[config.mk]
export PLATFORM = sky130hd
export DESIGN_NAME = uart_rx_flat
export DESIGN_NICKNAME = d
export VERILOG_FILES = /design/src/rtl/uart_rx_if.sv /design/src/rtl/uart_rx.sv /design/src/flat_wrapper.sv
export SDC_FILE = /design/constraint.sdc
export NUM_CORES = 1
export LEC_CHECK = 0
export ABC_AREA = 1
export CORE_ASPECT_RATIO = 1.4
export CORE_MARGIN = 3
export CORE_UTILIZATION = 60
export DETAILED_ROUTE_END_ITERATION = 8
export GPL_TIMING_DRIVEN = 0
export MAX_ROUTING_LAYER = met4
export PLACE_DENSITY = 0.91
export SYNTH_ARGS = -nofsm -noshare
export SYNTH_HDL_FRONTEND = slang
export SYNTH_SLANG_ARGS = --single-unit
[constraint.sdc]
create_clock -name clk_i -period 2.56 [get_ports clk_i]
set_input_delay 0.512 -clock clk_i [delete_from_list [all_inputs] [get_ports clk_i]]
set_output_delay 0.512 -clock clk_i [all_outputs]
set_load 0.03 [all_outputs]
[src/rtl/uart_rx_if.sv]
// RX FIFO write port of the UART receiver: write strobe, data and the FIFO full flag.
interface uart_rx_if;
    logic       wr_en_o;
    logic [7:0] rx_data_o;
    logic       fifo_F_i;

    modport master (output wr_en_o, output rx_data_o, input fifo_F_i);
    modport slave  (input wr_en_o, input rx_data_o, output fifo_F_i);
endinterface

[src/rtl/uart_rx.sv]
// 8N1 UART receiver: oversampled start detection, LSB-first deserialiser,
// single-cycle FIFO write strobe and sticky framing/overrun status.
module uart_rx #(
    parameter int OVS         = 16,
    parameter int SYNC_STAGES = 2
) (
    input  logic       clk_i,
    input  logic       rstn_i,
    input  logic       baud_tick_i,
    input  logic       rx_en_i,
    input  logic       rx_i,
    input  logic       err_clr_i,
    uart_rx_if.master  fifo_if,
    output logic [2:0] rx_stat_o
);

    localparam int             TW      = $clog2(OVS);
    localparam logic [TW-1:0]  HALF_M1 = TW'(OVS / 2 - 1);
    localparam logic [TW-1:0]  FULL_M1 = TW'(OVS - 1);
    localparam logic [TW-1:0]  TICK1   = TW'(1);

    typedef enum logic [2:0] {IDLE, START, DATA, STOP, BREAK} state_t;

    logic [SYNC_STAGES-1:0] sync_q;
    logic                   rx_s;
    state_t                 state;
    logic [TW-1:0]          tick_cnt;
    logic [2:0]             bit_cnt;
    logic [7:0]             shift;
    logic                   armed;
    logic                   overrun;
    logic                   frame_err;
    logic                   busy;

    // Metastability synchroniser; idles high like the line itself.
    always_ff @(posedge clk_i or negedge rstn_i) begin
        if (!rstn_i) begin
            sync_q <= '1;
        end else begin
            sync_q <= {sync_q[SYNC_STAGES-2:0], rx_i};
        end
    end

    assign rx_s      = sync_q[SYNC_STAGES-1];
    assign rx_stat_o = {overrun, frame_err, busy};

    always_ff @(posedge clk_i or negedge rstn_i) begin
        if (!rstn_i) begin
            state             <= IDLE;
            tick_cnt          <= '0;
            bit_cnt           <= '0;
            shift             <= '0;
            armed             <= 1'b0;
            overrun           <= 1'b0;
            frame_err         <= 1'b0;
            busy              <= 1'b0;
            fifo_if.wr_en_o   <= 1'b0;
            fifo_if.rx_data_o <= '0;
        end else begin
            fifo_if.wr_en_o <= 1'b0;
            // A clear is overridden below by an error event in the same clk.
            if (err_clr_i) begin
                overrun   <= 1'b0;
                frame_err <= 1'b0;
            end
            if (state != IDLE && !rx_en_i) begin
                state    <= IDLE;
                busy     <= 1'b0;
                armed    <= 1'b0;
                tick_cnt <= '0;
            end else if (baud_tick_i) begin
                case (state)
                    IDLE: begin
                        if (armed && !rx_s && rx_en_i) begin
                            state    <= START;
                            busy     <= 1'b1;
                            tick_cnt <= '0;
                            armed    <= 1'b0;
                        end else if (rx_s) begin
                            armed <= 1'b1;
                        end
                    end
                    START: begin
                        if (tick_cnt == HALF_M1) begin
                            if (rx_s) begin
                                state <= IDLE;
                                busy  <= 1'b0;
                            end else begin
                                state    <= DATA;
                                tick_cnt <= '0;
                                bit_cnt  <= '0;
                            end
                        end else begin
                            tick_cnt <= tick_cnt + TICK1;
                        end
                    end
                    DATA: begin
                        if (tick_cnt == FULL_M1) begin
                            shift    <= {rx_s, shift[7:1]};
                            tick_cnt <= '0;
                            if (bit_cnt == 3'd7) begin
                                state <= STOP;
                            end else begin
                                bit_cnt <= bit_cnt + 3'd1;
                            end
                        end else begin
                            tick_cnt <= tick_cnt + TICK1;
                        end
                    end
                    STOP: begin
                        if (tick_cnt == FULL_M1) begin
                            tick_cnt <= '0;
                            if (!rx_s) begin
                                frame_err <= 1'b1;
                                state     <= BREAK;
                            end else begin
                                // Return at mid-stop-bit so the next start edge is caught.
                                state <= IDLE;
                                busy  <= 1'b0;
                                armed <= 1'b1;
                                if (fifo_if.fifo_F_i) begin
                                    overrun <= 1'b1;
                                end else begin
                                    fifo_if.wr_en_o   <= 1'b1;
                                    fifo_if.rx_data_o <= shift;
                                end
                            end
                        end else begin
                            tick_cnt <= tick_cnt + TICK1;
                        end
                    end
                    BREAK: begin
                        if (rx_s) begin
                            state <= IDLE;
                            busy  <= 1'b0;
                            armed <= 1'b1;
                        end
                    end
                    default: begin
                        state <= IDLE;
                        busy  <= 1'b0;
                    end
                endcase
            end
        end
    end

endmodule

[src/flat_wrapper.sv]
// flat-port wrapper written by rule: the top's interface ports become plain ports
module uart_rx_flat 
#(
    parameter int OVS         = 16,
    parameter int SYNC_STAGES = 2
)
  (clk_i, rstn_i, baud_tick_i, rx_en_i, rx_i, err_clr_i, rx_stat_o, fifo_if_wr_en_o, fifo_if_rx_data_o, fifo_if_fifo_F_i);
  uart_rx_if fifo_if_i ();
  input  logic clk_i;
  input  logic rstn_i;
  input  logic baud_tick_i;
  input  logic rx_en_i;
  input  logic rx_i;
  input  logic err_clr_i;
  output logic [2:0] rx_stat_o;
  output wire logic [$bits(fifo_if_i.wr_en_o)-1:0] fifo_if_wr_en_o;
  output wire logic [$bits(fifo_if_i.rx_data_o)-1:0] fifo_if_rx_data_o;
  input wire logic [$bits(fifo_if_i.fifo_F_i)-1:0] fifo_if_fifo_F_i;
  assign fifo_if_wr_en_o = fifo_if_i.wr_en_o;
  assign fifo_if_rx_data_o = fifo_if_i.rx_data_o;
  assign fifo_if_i.fifo_F_i = fifo_if_fifo_F_i;
  uart_rx #(.OVS(OVS), .SYNC_STAGES(SYNC_STAGES)) u_core (.clk_i(clk_i), .rstn_i(rstn_i), .baud_tick_i(baud_tick_i), .rx_en_i(rx_en_i), .rx_i(rx_i), .err_clr_i(err_clr_i), .fifo_if(fifo_if_i), .rx_stat_o(rx_stat_o));
endmodule
==> results of run 1 <==
## sequential cells by signal (all words and copies together), names as in the netlist
signal and flops:
u_core.state 3, u_core.bit_cnt 3, u_core.shift 8, u_core.armed 1, u_core.sync_q 2, u_core.fifo_if.rx_data_o 8
u_core.overrun 1, u_core.frame_err 1, u_core.busy 1, u_core.fifo_if.wr_en_o 1, u_core.tick_cnt 4
## layer usage
metal  up-vias  share of wire  GRT usage
li1        763              -          -
met1       728           0.41     0.2935
met2        38           0.53     0.4079
met3         8          0.039    0.04928
met4         0          0.022     0.1080
met5         -              0          -
## layout by cell type (no fill, tap or decap), drive strengths merged, types with 2 or more instances in the layout
| cell type | count |
|---|---|
| nor2 | 19 |
| clkdlybuf4s50 | 17 |
| a21oi | 3 |
| buf | 11 |
| ha | 3 |
| dfstp | 2 |
| dfrtp | 31 |
| nand3b | 2 |
| nand2 | 70 |
| clkinv | 2 |
| clkbuf | 6 |
| nand4 | 9 |
| inv | 22 |
| o21ai | 21 |
| nand3 | 17 |
| nor3 | 5 |
## cell type report
type | instances | share of cell area
Clock inverter | 2 | 0.01676
Inverter | 24 | 0.04190
Buffer | 10 | 0.04078
Tap cell | 37 | 0.02067
Clock buffer | 6 | 0.03687
Multi-Input combinational cell | 153 | 0.3950
Timing Repair Buffer | 18 | 0.07821
Sequential cell | 33 | 0.3698
## kinds of logic after synthesis
kind of cell	count (synthesis)	synth area share
DFF	33	0.4364
AOI/OAI and AO/OA	27	0.09229
and+or+nand+nor	122	0.3494
buffers and inverters	34	0.09756
xor gates and xnor gates	1	0.004615
adders and majority gates	3	0.01978
## worst max-delay path by stage
stage	slack [ps]	endpoint	startpoint	depth (start not counted)
global route	590	rx_stat_o[1]	u_core.frame_err	2
finish	650	rx_stat_o[1]	u_core.frame_err	2
global placement	320	u_core.frame_err	rstn_i	1
floorplan	1080	u_core.bit_cnt[0]	u_core.tick_cnt[0]	8
CTS	630	rx_stat_o[1]	u_core.frame_err	2
detailed placement	500	u_core.state[2]	rx_en_i	9
## power breakdown
group / internal (mW) / leakage [nW] / switching, mW
Combinational: 0.260 / 0.599 / 0.463
Sequential: 0.584 / 0.439 / 0.0413
Clock: 0.316 / 0.0574 / 0.200
## per-stage QoR
stage / hold WS (ps) / utilization / instances / instance area, um2 / total power [mW]
floorplan: 216.4 / - / 220 / 1898 / 1.198
global placement: 346.1 / 0.7238 / 275 / 2125 / 1.331
detailed placement: 348.7 / 0.7221 / 275 / 2120 / 1.349
CTS: 304.4 / 0.7630 / 283 / 2240 / 1.872
global route: 318.9 / 0.7630 / 283 / 2240 / 1.976
finish: 274.6 / 0.7630 / 283 / 2240 / 1.864
==> reports/metrics.yaml, run 1 <==
setup_path:
  cp_max_fo: 2
  worst-setup-path-type: "reg2out"
  critPathBufInv: 2
  crit_path_end_kind: "output port"
  r2r.worst_path.cells: 8
  cpLargestDelayFamily: "buffers and inverters"
  reg2reg_to: "u_core.bit_cnt[2]"
  cp.required_ps: 2050
  path_cells: "buf_4, clkdlybuf4s50_1"
  start_kind: "register"
  r2r_start: "u_core.tick_cnt[0]"
  arrival_ps: 1400
  slowest_stage: "clkdlybuf4s50_1"
  slowest_delay_ps: 660
  regToRegSetupSlack_ps: 820
detailed_routing:
  wl_mm: 3.947
  wire_per_inst_um: 13.95
  vias_per_cell: 5.431
  antenna_left: 0
  dr_total_vias: 1537
  drcViolationCount: 0
  drtIter0Drc: 51
  dr.pass1.iters: 4
final_layout:
  fin_nets: 255
  fill_cells: 223
  insertedDiodeCount: 0
  multi_input_area_um2: 884.6
  final_layout_size_suffix_gt1_frac: 0.2520
  area_growth_pct: 18.00
  seq_area_um2: 828.3
clock_network:
  clkTransAtPathRegs_ps: 70
  cts_made_buffers: 5
  clock_latency_ps: 290
  clock-root-buffer: "clkbuf_8"
  hold_buffers: 0
  ctsResizeCount: 0
  cts_setup_buffers: 0
  htreeDepth: 2
  cts.sinks: 33
  cts_buffer_depth: 2
  cts_tree: "yes"
pwr:
  vdd_drop_max_uv: 635.6
  p_leak_nw: 1.095
  power.density_nw_per_um2: 832.3
yosys:
  synth_area_leaders: "dfrtp_1 (41%), nand2_1 (12%), o21ai_2 (3.7%)"
  ys_types: 34
  avgSynthCellArea_um2: 8.628
  synth_edf_count: 0
  ys_top_cells_by_count: "nand2_1 (61), dfrtp_1 (31), inv_1 (16)"
  ys.flop_type: "dfrtp_1"
  synth_most_common_cell: "nand2_1"
  yosysTopAreaCell: "dfrtp_1"
  synthArstFlopShare: 1.000
  ys_seq_area_frac: 0.4364
  synthCells: 220
  ys_warn_count: 0
  synth_seq_cells: 33
  synth_top_area_frac: 0.4087
  mappedNetlistNets: 230
  syn_area_um2: 1898
sta:
  fin_ws_ps: 646.1
  maxSlewHeadroom: 0.5140
  fmax_mhz: 522.5
  worst_slew_pin_slew_ps: 729.0
  grt_setup_unrepaired: "false"
  skew_ps: 6.509
  layout_min_cycle_time_ps: 1914
  finalSetupTns_ps: 0
  hold_violations: 0
  fin_crit_sh: 0.7476
  slew_viol_final: 0
  setup_viol: 0
die:
  dieArea_um2: 3884
  die_w_um: 53.54
  rows: 23
  start_util: 0.6466
  core_area_um2: 2935
  die_h_um: 72.55
  ios: 19
grt:
  antenna_found_initial: 0
  grt_max_degree: 34
  gr-total-overflow: 0
  grt_pass1_wl_mm: 6.865
  grtUsageTotal: 0.2500
  grt_pass1_vias: 1527
placement:
  gp_congestion: 0.9398
  io_buffer_count: 18
  dp_hpwl_mm: 2.863
  dpl_worst_slack_ps: 503.4
job:
  maxCapViolCount: 0
status:
  status: "finished, final reports clean"
min_path:
  hold_path.class: "in2async"
Note: power is estimated with default switching activity, not from simulation.
==> run 2, diff against run 1 <==
--- a/config.mk
+++ b/config.mk
@@ -8,11 +8,11 @@
 export ABC_AREA = 1
 export CORE_ASPECT_RATIO = 1.4
 export CORE_MARGIN = 3
-export CORE_UTILIZATION = 60
+export CORE_UTILIZATION = 51
 export DETAILED_ROUTE_END_ITERATION = 8
 export GPL_TIMING_DRIVEN = 0
 export MAX_ROUTING_LAYER = met4
-export PLACE_DENSITY = 0.91
+export PLACE_DENSITY = 0.83
 export SYNTH_ARGS = -nofsm -noshare
 export SYNTH_HDL_FRONTEND = slang
 export SYNTH_SLANG_ARGS = --single-unit
==> constraint.sdc (replaced) <==
create_clock -name clk_i -period 1.7 [get_ports clk_i]
set_input_delay 0.34 -clock clk_i [delete_from_list [all_inputs] [get_ports clk_i]]
set_output_delay 0.34 -clock clk_i [all_outputs]
set_load 0.03 [all_outputs]
==> run 2 against run 1 <==
Non-clock buffer count did not move. Utilization fell by 12 points. Sequential share of layout area increased by 0.29 points. Register-to-register slack worse by 700 ps. Total power increased by 39%. Critical endpoint is now fifo_if_rx_data_o[6]. Worst setup slack worse by 610 ps. Design area fell by 0.61%. Clock-buffer cell count increased by 2. Largest cell class unchanged. Combinational power up 45%. Sequential power increased by 52%. Largest power group unchanged. Wire length fell by 4.3%.
==> reports/metrics.yaml, run 2 (synthesized netlist as in run 1, its figures left out) <==
final_layout:
  fin_cells: 286
  final_common_cell: "nand2_1"
  fin_nets: 255
  postLayoutCoreUtil: 0.6411
  insertedDiodeCount: 0
  top_regs: "u_core.fifo_if.rx_data_o x8, u_core.shift x8, u_core.tick_cnt x4"
  layout_common_cells: "nand2_1 (61), dfrtp_1 (30), inv_1 (16), clkdlybuf4s50_1 (14)"
  area_growth_pct: 17.27
  fill_cells: 289
  final_layout_size_suffix_gt1_frac: 0.2561
  design_area_um2: 2226
pwr:
  switching_share: 0.3851
  vdd_drop_max_uv: 888.9
  p_leak_nw: 1.091
  power_mw: 2.598
  p_seq_frac: 0.365
  p_sw_mw: 1.001
  p_int_mw: 1.597
  power_frac_comb: 0.405
  power.density_nw_per_um2: 1167
  power.share.clock: 0.230
setup_path:
  crit_path_end_kind: "output port"
  worst-setup-path-type: "reg2out"
  critPathBufInv: 1
  start_kind: "register"
  regToRegSetupSlack_ps: 120
  crit_start: "u_core.fifo_if.rx_data_o[6]"
  slowest_delay_ps: 680
  r2r_start: "u_core.tick_cnt[1]"
  cp_max_fo: 2
  arrival_ps: 1330
  slowest_stage: "clkdlybuf4s50_1"
  cpLargestDelayFamily: "buffers and inverters"
  path_cells: "clkdlybuf4s50_1"
  cp.required_ps: 1360
grt:
  grt_pass1_wl_mm: 6.900
  antenna_found_initial: 0
  grtUsageTotal: 0.2017
  gr-total-overflow: 0
  grt_pass1_vias: 1577
  grt_max_degree: 34
clock_network:
  cts_made_buffers: 5
  hold_buffers: 0
  clock_latency_ps: 280
  cts_setup_buffers: 0
  clkTransAtPathRegs_ps: 70
  clock-root-buffer: "clkbuf_8"
  htreeDepth: 2
  cts_buffer_depth: 2
  cts_tree: "yes"
  cts.sinks: 33
status:
  status: "finished, final reports clean"
die:
  start_util: 0.5467
  ios: 19
  rows: 25
  die_h_um: 78.19
  die_w_um: 57.56
  core_area_um2: 3472
  dieArea_um2: 4500
sta:
  setup_viol: 0
  grt_setup_unrepaired: "false"
  fin_ws_ps: 32.89
  fin_crit_sh: 0.9807
  maxSlewHeadroom: 0.5289
  fmax_mhz: 599.8
  skew_ps: 8.053
  worst_slew_pin_slew_ps: 706.7
  layout_min_cycle_time_ps: 1667
  hold_violations: 0
  slew_viol_final: 0
placement:
  dpl_worst_slack_ps: -128.3
  io_buffer_count: 18
  gp_congestion: 0.9931
  dp_cells: 278
  dpl-instance-area_um2: 2123
  dp_hpwl_mm: 2.810
detailed_routing:
  wl_mm: 3.776
  dr.pass1.iters: 4
  drtIter0Drc: 30
  antenna_left: 0
  drcViolationCount: 0
  dr_total_vias: 1498
  vias_per_cell: 5.238
  wire_per_inst_um: 13.20
min_path:
  hold_path.class: "in2async"
job:
  maxCapViolCount: 0
-- run 2: changes by cell type in the layout (fill, tap and decap cells not counted) --
cell and delta:
clkdlybuf4s50_1 -3, dlygate4sd2_1 +3, ha_4 +1, nor2_1 -1, clkinvlp_4 -1, dfrtp_2 +1
bufinv_16 -1, dfrtp_1 -1, nor2_2 +1, ha_1 -1, clkbuf_1 +2
-- run 2: per-layer routing --
metal | part of all wire | up-vias | routed length, um | global-route usage
li1 | - | 757 | - | -
met1 | 0.42 | 702 | 1598 | 0.2260
met2 | 0.52 | 27 | 1965 | 0.3405
met3 | 0.027 | 12 | 103 | 0.04276
met4 | 0.029 | 0 | 109 | 0.08817
met5 | 0 | - | 0 | -
-- run 2: worst reg2reg max path: cells and delay by family, from the launching register on --
kind	cells	cell delay, ps
simple gates	7	840
flops	1	430
fa+ha+maj	1	190
-- run 2: metrics by stage --
stage	hold slack [ps]	TNS, ps
finish	105.6	0
floorplan	44.41	0
global placement	345.6	-11690
detailed placement	354.3	-1457
global route	153.2	0
CTS	128.0	0
-- run 2: cell type report --
cell class / instances / area [um2] / area share
well taps: 40 / 50.05 / 0.02248
plain buffers: 10 / 91.34 / 0.04103
inverters: 24 / 93.84 / 0.04216
repair buffers: 18 / 171.4 / 0.07701
clock buffers: 8 / 90.09 / 0.04047
flip-flops and latches: 33 / 829.5 / 0.3727
multi-input cells: 153 / 899.6 / 0.4042
-- run 2: path summary, 6_finish.rpt --
kind | endpoint | cells past startpoint
min in group clk_i | u_core.sync_q[1] | 0
max reg2reg | u_core.bit_cnt[1] | 8
min reg2reg | u_core.sync_q[1] | 0
max | fifo_if_rx_data_o[6] | 1
max in group asynchronous | u_core.tick_cnt[0] | 1
min | u_core.shift[6] | 1
-- run 2: power groups by stage --
| stage | logic [mW] | registers, mW | clock network (mW) |
|---|---|---|---|
| after floorplan | 0.863 | 0.941 | 0 |
| after global placement | 1.05 | 0.952 | 0 |
| after detailed placement | 1.06 | 0.955 | 0 |
| after CTS | 1.06 | 0.943 | 0.610 |
| after global routing | 1.19 | 0.961 | 0.646 |
| final | 1.05 | 0.948 | 0.598 |
-- run 2: timing repair --
item,in CTS,in global routing
hold endpoints to repair,0,0
resized for setup,4,3
endpoints found under the setup margin,5,17
==> run 3, diff against run 2 <==
--- a/config.mk
+++ b/config.mk
@@ -8,11 +8,11 @@
 export ABC_AREA = 1
 export CORE_ASPECT_RATIO = 1.4
 export CORE_MARGIN = 3
-export CORE_UTILIZATION = 51
+export CORE_UTILIZATION = 56
 export DETAILED_ROUTE_END_ITERATION = 8
 export GPL_TIMING_DRIVEN = 0
 export MAX_ROUTING_LAYER = met4
-export PLACE_DENSITY = 0.83
+export PLACE_DENSITY = 0.87
 export SYNTH_ARGS = -nofsm -noshare
 export SYNTH_HDL_FRONTEND = slang
 export SYNTH_SLANG_ARGS = --single-unit
==> constraint.sdc (replaced) <==
create_clock -name clk_i -period 1.9 [get_ports clk_i]
set_input_delay 0.38 -clock clk_i [delete_from_list [all_inputs] [get_ports clk_i]]
set_output_delay 0.38 -clock clk_i [all_outputs]
set_load 0.03 [all_outputs]
==> run 3 against run 2 <==
Die area decreased by 8.1%. Sequential share of layout area down 0.26 points. Non-clock buffer count unchanged. Register-to-register slack better by 70 ps. Total power is 3.5% lower. Clock skew down 1.9 ps. Worst setup slack better by 81 ps. Largest power group unchanged. Design area is 0.56% higher.
==> reports/metrics.yaml, run 3 (synthesized netlist as in run 1, its figures left out) <==
setup_path:
  arrival_ps: 1410
  worst-setup-path-type: "reg2out"
  reg2reg_to: "u_core.bit_cnt[0]"
  cp_max_fo: 2
  crit_path_end_kind: "output port"
  cp.required_ps: 1520
  cpLargestDelayFamily: "buffers and inverters"
  start_kind: "register"
  r2r_start: "u_core.tick_cnt[0]"
  path_cells: "buf_4, clkdlybuf4s50_1"
  slowest_delay_ps: 650
  slowest_stage: "clkdlybuf4s50_1"
  r2r.worst_path.cells: 8
  regToRegSetupSlack_ps: 190
  critPathBufInv: 2
sta:
  fmax_mhz: 560.0
  fin_crit_sh: 0.9398
  setup_viol: 0
  skew_ps: 6.157
  maxSlewHeadroom: 0.5198
  worst_slew_pin_slew_ps: 720.2
  grt_setup_unrepaired: "false"
  layout_min_cycle_time_ps: 1786
  slew_viol_final: 0
  hold_violations: 0
  finalSetupTns_ps: 0
pwr:
  p_leak_nw: 1.096
  p_sw_uw: 943.6
  power_frac_comb: 0.389
  power.density_nw_per_um2: 1120
  p_int_mw: 1.564
  vdd_drop_max_uv: 815.7
  switching_share: 0.3764
  power_mw: 2.507
  power.share.clock: 0.274
  p_seq_frac: 0.337
clock_network:
  hold_buffers: 0
  cts_buffer_depth: 2
  cts_made_buffers: 5
  clkTransAtPathRegs_ps: 70
  cts_tree: "yes"
  htreeDepth: 2
  cts_setup_buffers: 0
  ctsResizeCount: 0
  cts.sinks: 33
  clock-root-buffer: "clkbuf_8"
  clock_latency_ps: 290
die:
  dieArea_um2: 4134
  core_area_um2: 3183
  die_w_um: 55.21
  die_h_um: 74.89
  rows: 24
  ios: 19
  start_util: 0.5963
detailed_routing:
  vias_per_cell: 5.396
  antenna_left: 0
  drtIter0Drc: 67
  dr.pass1.iters: 4
  dr_total_vias: 1538
  wl_mm: 3.991
  drcViolationCount: 0
  wire_per_inst_um: 14.00
final_layout:
  area_growth_pct: 17.93
  top_regs: "u_core.fifo_if.rx_data_o x8, u_core.shift x8, u_core.tick_cnt x4"
  fin_cells: 285
  final_layout_size_suffix_gt1_frac: 0.2480
  layout_common_cells: "nand2_1 (61), dfrtp_1 (31), clkdlybuf4s50_1 (17), inv_1 (16)"
  insertedDiodeCount: 0
  final_common_cell: "nand2_1"
  design_area_um2: 2238
  fin_nets: 255
min_path:
  hold_path.class: "in2async"
grt:
  grt_max_degree: 34
  gr-total-overflow: 0
  grt_pass1_vias: 1527
  antenna_found_initial: 0
  grt_pass1_wl_mm: 6.975
  grtUsageTotal: 0.2274
placement:
  dp_hpwl_mm: 2.889
  io_buffer_count: 18
  dpl-instance-area_um2: 2122
  gp_congestion: 0.9703
  dp_cells: 277
status:
  status: "finished, final reports clean"
job:
  maxCapViolCount: 0
-- run 3: cell types whose count changed in the layout (fill, tap and decap cells not counted), sizes merged --
cell	change
clkbuf	-1
dlygate4sd2	-3
bufinv	+1
clkdlybuf4s50	+3
-- run 3: area by class of cell --
class | count | area, um2
Buffer | 10 | 91.34
Clock buffer | 7 | 86.33
Clock inverter | 1 | 30.03
Fill cell | 274 | 944.7
Inverter | 24 | 93.84
Multi-Input combinational cell | 153 | 884.6
Sequential cell | 33 | 828.3
Tap cell | 39 | 48.80
Timing Repair Buffer | 18 | 175.2
-- run 3: worst max-delay path by stage --
stage | startpoint | to | slack, ps | depth (start not counted)
6_report | u_core.frame_err | rx_stat_o[1] | 110 | 2
5_1_grt | u_core.frame_err | rx_stat_o[1] | 50 | 2
4_1_cts | u_core.frame_err | rx_stat_o[1] | 100 | 2
3_5_place_dp | rx_en_i | u_core.state[2] | 10 | 9
3_3_place_gp | rstn_i | u_core.shift[2] | -200 | 1
2_1_floorplan | u_core.tick_cnt[0] | u_core.bit_cnt[0] | 420 | 8
-- run 3: power groups by stage --
stage / Sequential, mW / Clock (mW) / Combinational [mW]
detailed placement: 0.857 / 0 / 0.961
floorplan: 0.842 / 0 / 0.772
finish: 0.844 / 0.687 / 0.976
global route: 0.855 / 0.734 / 1.08
CTS: 0.844 / 0.707 / 0.974
global placement: 0.852 / 0 / 0.942
-- run 3: stage by stage --
step / hold WS (ps) / util / worst slack, ps
3_3_place_gp: 346.1 / 0.6682 / -204.5
6_report: 141.7 / 0.7032 / 114.3
5_1_grt: 191.5 / 0.7032 / 53.25
3_5_place_dp: 347.2 / 0.6667 / 11.10
2_1_floorplan: 84.41 / - / 422.6
4_1_cts: 163.1 / 0.7032 / 97.58
-- run 3: metal layers --
| metal | vias up | wire, um | global-route usage | share of wire |
|---|---|---|---|---|
| met3 | 15 | 205 | 0.04460 | 0.051 |
| met4 | 0 | 141 | 0.1378 | 0.035 |
| met2 | 56 | 2018 | 0.3855 | 0.51 |
| met1 | 703 | 1625 | 0.2489 | 0.41 |
| met5 | - | 0 | - | 0 |
| li1 | 764 | - | - | - |
